`src/rtl/axi_strided_rd_engine.sv`:
```
// Strided AXI4 read engine: expands one LSU load command into N bursts at base + n*stride,
// tracks up to MAX_OUT bursts by ARID and forwards R beats tagged with their burst index.
module axi_strided_rd_engine #(
  parameter int ID_W    = 4,
  parameter int ADDR_W  = 32,
  parameter int DATA_W  = 64,
  parameter int MAX_OUT = 8,
  parameter int CNT_W   = 8
) (
  input  logic              clk,
  input  logic              rst,
  input  logic              cmd_vld,
  output logic              cmd_rdy,
  input  logic [ADDR_W-1:0] cmd_addr,
  input  logic [ADDR_W-1:0] cmd_stride,
  input  logic [CNT_W-1:0]  cmd_num,
  input  logic [7:0]        cmd_len,
  input  logic [2:0]        cmd_size,
  input  logic [1:0]        cmd_burst,
  output logic [ID_W-1:0]   ARID,
  output logic [ADDR_W-1:0] ARADDR,
  output logic [7:0]        ARLEN,
  output logic [2:0]        ARSIZE,
  output logic [1:0]        ARBURST,
  output logic [3:0]        ARREGION,
  output logic              ARVALID,
  input  logic              ARREADY,
  input  logic [ID_W-1:0]   RID,
  input  logic [DATA_W-1:0] RDATA,
  input  logic [1:0]        RRESP,
  input  logic              RLAST,
  input  logic              RVALID,
  output logic              RREADY,
  output logic              rd_vld,
  input  logic              rd_rdy,
  output logic [DATA_W-1:0] rd_data,
  output logic [1:0]        rd_resp,
  output logic              rd_last,
  output logic [CNT_W-1:0]  rd_idx,
  output logic              busy,
  output logic              done,
  output logic              done_err
);
  localparam int NSLOT = 1 << ID_W;
  localparam int OUT_W = $clog2(MAX_OUT + 1);

  typedef enum logic [1:0] {IDLE = 2'd0, ISSUE = 2'd1, DRAIN = 2'd2, DONE = 2'd3} state_t;

  state_t            state;
  logic [ADDR_W-1:0] stride;
  logic [ADDR_W-1:0] issue_addr;
  logic [CNT_W-1:0]  num;
  logic [CNT_W-1:0]  issue_cnt;
  logic [7:0]        len;
  logic [2:0]        size;
  logic [1:0]        burst;
  logic [ID_W-1:0]   arid;
  logic [OUT_W-1:0]  outstanding;
  logic              err;
  logic [NSLOT-1:0]  slot_busy;
  logic [CNT_W-1:0]  slot_idx [NSLOT];

  logic ar_hs, r_hs, r_hit, rl_hs, err_set;

  assign ARID     = arid;
  assign ARADDR   = issue_addr;
  assign ARLEN    = len;
  assign ARSIZE   = size;
  assign ARBURST  = burst;
  assign ARREGION = 4'd0;
  assign cmd_rdy  = (state == IDLE);
  assign busy     = (state != IDLE);
  assign RREADY   = ~rd_vld | rd_rdy;

  assign ar_hs = ARVALID & ARREADY;
  assign r_hs  = RVALID & RREADY;
  assign r_hit = r_hs & slot_busy[RID];
  assign rl_hs = r_hit & RLAST;
  // Beats outside a command are silently dropped; inside one, stray RIDs and bad RRESP flag the command.
  assign err_set = (state != IDLE) & r_hs & (~slot_busy[RID] | (RRESP != 2'b00));

  always_ff @(posedge clk) begin
    if (rst) begin
      state       <= IDLE;
      stride      <= {ADDR_W{1'b0}};
      issue_addr  <= {ADDR_W{1'b0}};
      num         <= {CNT_W{1'b0}};
      issue_cnt   <= {CNT_W{1'b0}};
      len         <= 8'd0;
      size        <= 3'd0;
      burst       <= 2'd0;
      arid        <= {ID_W{1'b0}};
      outstanding <= {OUT_W{1'b0}};
      err         <= 1'b0;
      slot_busy   <= {NSLOT{1'b0}};
      for (int i = 0; i < NSLOT; i++) slot_idx[i] <= {CNT_W{1'b0}};
      ARVALID     <= 1'b0;
      rd_vld      <= 1'b0;
      rd_data     <= {DATA_W{1'b0}};
      rd_resp     <= 2'b00;
      rd_last     <= 1'b0;
      rd_idx      <= {CNT_W{1'b0}};
      done        <= 1'b0;
      done_err    <= 1'b0;
    end else begin
      // The AR set is written after the RLAST free so it wins on a shared slot.
      if (rl_hs) slot_busy[RID] <= 1'b0;
      if (ar_hs) begin
        slot_busy[arid] <= 1'b1;
        slot_idx[arid]  <= issue_cnt;
      end

      case ({ar_hs, rl_hs})
        2'b10:   outstanding <= outstanding + OUT_W'(1);
        2'b01:   outstanding <= outstanding - OUT_W'(1);
        default: outstanding <= outstanding;
      endcase

      if (r_hit) begin
        rd_vld  <= 1'b1;
        rd_data <= RDATA;
        rd_resp <= RRESP;
        rd_last <= RLAST;
        rd_idx  <= slot_idx[RID];
      end else if (rd_rdy) begin
        rd_vld <= 1'b0;
      end else begin
        rd_vld <= rd_vld;
      end

      if (err_set) err <= 1'b1;

      done     <= 1'b0;
      done_err <= 1'b0;
      case (state)
        IDLE: begin
          if (cmd_vld) begin
            stride     <= cmd_stride;
            issue_addr <= cmd_addr;
            num        <= cmd_num;
            len        <= cmd_len;
            size       <= cmd_size;
            burst      <= cmd_burst;
            issue_cnt  <= {CNT_W{1'b0}};
            arid       <= {ID_W{1'b0}};
            err        <= 1'b0;
            if (cmd_num == {CNT_W{1'b0}}) begin
              state <= DONE;
              done  <= 1'b1;
            end else begin
              state <= ISSUE;
            end
          end
        end
        ISSUE: begin
          // AR fields are held until the handshake, then advance to the next burst.
          if (ar_hs) begin
            ARVALID    <= 1'b0;
            issue_cnt  <= issue_cnt + CNT_W'(1);
            issue_addr <= issue_addr + stride;
            arid       <= arid + ID_W'(1);
          end else if (!ARVALID && issue_cnt == num) begin
            state <= DRAIN;
          end else if (!ARVALID && issue_cnt < num && outstanding < OUT_W'(MAX_OUT) &&
                       !slot_busy[arid]) begin
            ARVALID <= 1'b1;
          end else begin
            ARVALID <= ARVALID;
          end
        end
        DRAIN: begin
          if (outstanding == {OUT_W{1'b0}} && !rd_vld) begin
            state    <= DONE;
            done     <= 1'b1;
            done_err <= err | err_set;
          end
        end
        DONE:    state <= IDLE;
        default: state <= IDLE;
      endcase
    end
  end
endmodule

```
`config.mk`:
```
export PLATFORM = sky130hd
export DESIGN_NAME = axi_strided_rd_engine
export DESIGN_NICKNAME = d
export VERILOG_FILES = /design/src/rtl/axi_strided_rd_engine.sv
export SDC_FILE = /design/constraint.sdc
export NUM_CORES = 1
export LEC_CHECK = 0
export CORE_MARGIN = 5
export CORE_UTILIZATION = 31
export DETAILED_ROUTE_END_ITERATION = 8
export HOLD_SLACK_MARGIN = 0.03
export PLACE_DENSITY_LB_ADDON = 0.05
export SETUP_SLACK_MARGIN = 0.4
export SLEW_MARGIN = 20
export SYNTH_ARGS = -nofsm -noshare
export SYNTH_HDL_FRONTEND = slang
export SYNTH_SLANG_ARGS = --single-unit
```
`constraint.sdc`:
```
create_clock -name clk -period 3.55 [get_ports clk]
set_input_delay 0.5325 -clock clk [delete_from_list [all_inputs] [get_ports clk]]
set_output_delay 0.5325 -clock clk [all_outputs]
set_load 0.01 [all_outputs]
```
==> out/metrics.cfg <==
[placed_design]
pre_cts_ws_ps=226
hpwlAfterDp_mm=35.0
placed_cell_area_sq_mm=0.0190
place.gp.congestion=0.787
port_buffers=292

[sta]
timing.hold.ws_ps=335
setup_tns_ps=0
fmax_mhz=337
post-route-period-util_pct=83.5
rsz0062_at_grt=true
fin_crit_ps=2960
slew_headroom_pct=44.2
hold_viol=0
worst-slew-pin-transition_ps=836
fin_ws_ps=587
final_max_slew_viol_count=0
finalSetupViolations=0
finClkSkew_ps=17.3

[setup_path]
critPathBufInv=0
crit_required_ps=3980
crit_type=reg -> reg
critPathTopFamily=compound AO/OA/AOI/OAI gates
slowest_delay_ps=390
worst_setup_path_start_kind=register
critPathCaptureType=register
crit_fanout=4
arrival_ps=3390
worstPathCellList=ha_1 -> fa_2 -> a21o_1 -> nand4_1 -> and4b_2 -> nor3_2 -> o21a_1 -> o311a_1 -> or3_1 -> a31oi_1 -> a21oi_1
crit_slowest_cell=o311a_1

[clock_network]
cts_tree=built
clk-insertion-delay-late_ps=560
cts_sinks=327
cts-buffers-inserted=41
clk_path_buf_depth=3
htreeDepth=2
clockRootBuffer=clkbuf_16
clk_pin_slew_ps=50
postCtsSetupRepairBufs=0

[yosys]
synth-edff-count=128
synthArstFlopShare_pct=0
yosysWarnings=0
ys_top_cells_by_area=dfxtp_1 (26%), edfxtp_1 (25%), nand2_1 (7.5%)
synth_area_sq_mm=0.0153
synth_seq_cells=327
ys_seq_area_share_pct=51.1
yosysMostFrequentCell=nand2_1
synthTopCellsByCount=nand2_1 (305), dfxtp_1 (199), a21oi_1 (190)
ys_types=62
synth-main-ff-cell=dfxtp_1
yosys.area.top_type=dfxtp_1
netlist_instances=1550
postSynthAreaPerCell_sq_um=9.89
synth_top_cell_area_share_pct=26.0

[pwr]
power_density_mw_per_mm2=564
power_switching_mw=3.61
vdd_drop_max_uv=350
comb_power_share_pct=26.6
p_seq_share_pct=39.1
power_leakage_nw=7.36
p_int_mw=7.85
p_sw_share_pct=31.5
clockPowerShare_pct=34.4

[floorplan]
ios=297
num_rows=81
core_sq_mm=0.0490
dieArea_sq_mm=0.0540
die_h_um=232
die_w_um=232
start_util_pct=31.3

[global_route]
groute.usage.overall_pct=17.7
grt_overflow=0
antenna_found_initial=5
grt_pass1_vias=12100
grt_max_degree=122
grt_pass1_wl_mm=74.4

[detailed_routing]
vias_per_cell=4.87
wl_mm=49.3
antenna_left=0
first_pass_iters=5
vias=12300
drt_iter0_markers=800
wl_per_cell_um=19.5
drc_errors=0

[layout]
utilization_pct=41.5
nets=2038
syn_to_final_growth_pct=32.6
drive_above_1_share_pct=9.54
finalInstanceArea_sq_mm=0.0203

[hold_path]
hp-class=in -> reg

[job]
drv_cap=0

[status]
status=finished, final reports clean

worst register-to-register path, stage by stage (launching register included):
cell	delay, ps
dfxtp_1	320
ha_1	240
fa_2	360
a21o_1	210
nand4_1	140
and4b_2	290
nor3_2	80
o21a_1	230
o311a_1	390
or3_1	310
a31oi_1	170
a21oi_1	80
layer usage:
metal | part of all wire, % | wire [um] | GRT usage [%]
met1 | 46 | 22700 | 24.3
met5 | 0 | 0 | 0
met4 | 2.0 | 982 | 4.39
met2 | 46 | 22400 | 28.1
met3 | 6.4 | 3160 | 4.48
layout make-up:
class / count / area [sq um]
Antenna cell: 4 / 10.0
Clock buffer: 59 / 1150
Clock inverter: 13 / 90.1
Fill cell: 4825 / 28600
Inverter: 26 / 100
Multi-Input combinational cell: 1093 / 7030
Sequential cell: 327 / 7830
Tap cell: 664 / 831
Timing Repair Buffer: 337 / 3280
power groups by stage:
| stage | registers (mW) | logic [mW] | clock network [mW] |
|---|---|---|---|
| finish | 4.48 | 3.04 | 3.94 |
| CTS | 4.48 | 3.08 | 4.09 |
| global route | 4.52 | 3.37 | 4.23 |
| global placement | 4.55 | 3.06 | 0 |
| floorplan | 4.56 | 1.75 | 0 |
| detailed placement | 4.55 | 3.07 | 0 |
stage by stage:
step | total power [mW] | cells
final | 11.5 | 2523
after global routing | 12.1 | 2521
after floorplan | 6.31 | 1553
after detailed placement | 7.62 | 2447
after global placement | 7.61 | 2447
after CTS | 11.7 | 2519
sequential cells by signal, indices dropped and copies added (netlist names), 3 cells and up:
signal / cells
ARADDR: 32
ARID: 4
ARLEN: 8
ARSIZE: 3
issue_cnt: 8
num: 8
outstanding: 4
rd_data: 64
rd_idx: 8
slot_busy: 16
slot_idx: 128
stride: 32
path summary, 6_finish.rpt:
path	from	endpoint	slack (ps)	cells past startpoint
worst max-delay path	ARADDR[0]	ARADDR[28]	590	11
worst min-delay path	rst	ARID[0]	330	2
worst max register to register	ARADDR[0]	ARADDR[28]	590	11
worst min register to register	rd_data[11]	rd_data[11]	450	2
cell families after synthesis:
| kind of cell | Yosys count | share of synthesized area [%] |
|---|---|---|
| fa+ha+maj | 50 | 4.13 |
| xor+xnor | 31 | 1.77 |
| buf+inv | 133 | 3.48 |
| compound gates | 347 | 13.1 |
| mux | 63 | 8.21 |
| flops | 327 | 51.1 |
| other cells | 1 | 0.0245 |
| simple gates | 598 | 18.2 |
what timing repair did:
item                       4_1_cts  5_1_grt
resized for setup                0        5
setup endpoints to repair        0        7
hold buffers                     0        0
cells in the final DEF (no fill, tap or decap), types with 6 or more instances in the layout:
master             n
clkinv_1           7
or2_2              6
a21oi_1          189
clkdlybuf4s50_1  289
clkbuf_8           6
a21o_1            14
dfxtp_1          199
nor4_1             6
nand3_1           15
ha_1              46
inv_1             24
and2_1           115
o211ai_1          18
a211oi_1          22
nor3_1            29
nor2_1            64
nand4_1            7
nand2b_1          13
buf_4             43
clkbuf_16         41
mux2i_1           12
a31oi_1            8
mux4_2            50
nand2_1          304
o21ai_0           57
xnor2_1           13
nor2b_1            6
xor2_1            18
clkbuf_1          12
or3_1             13
edfxtp_1         128
(Power assumes the default switching activity.)
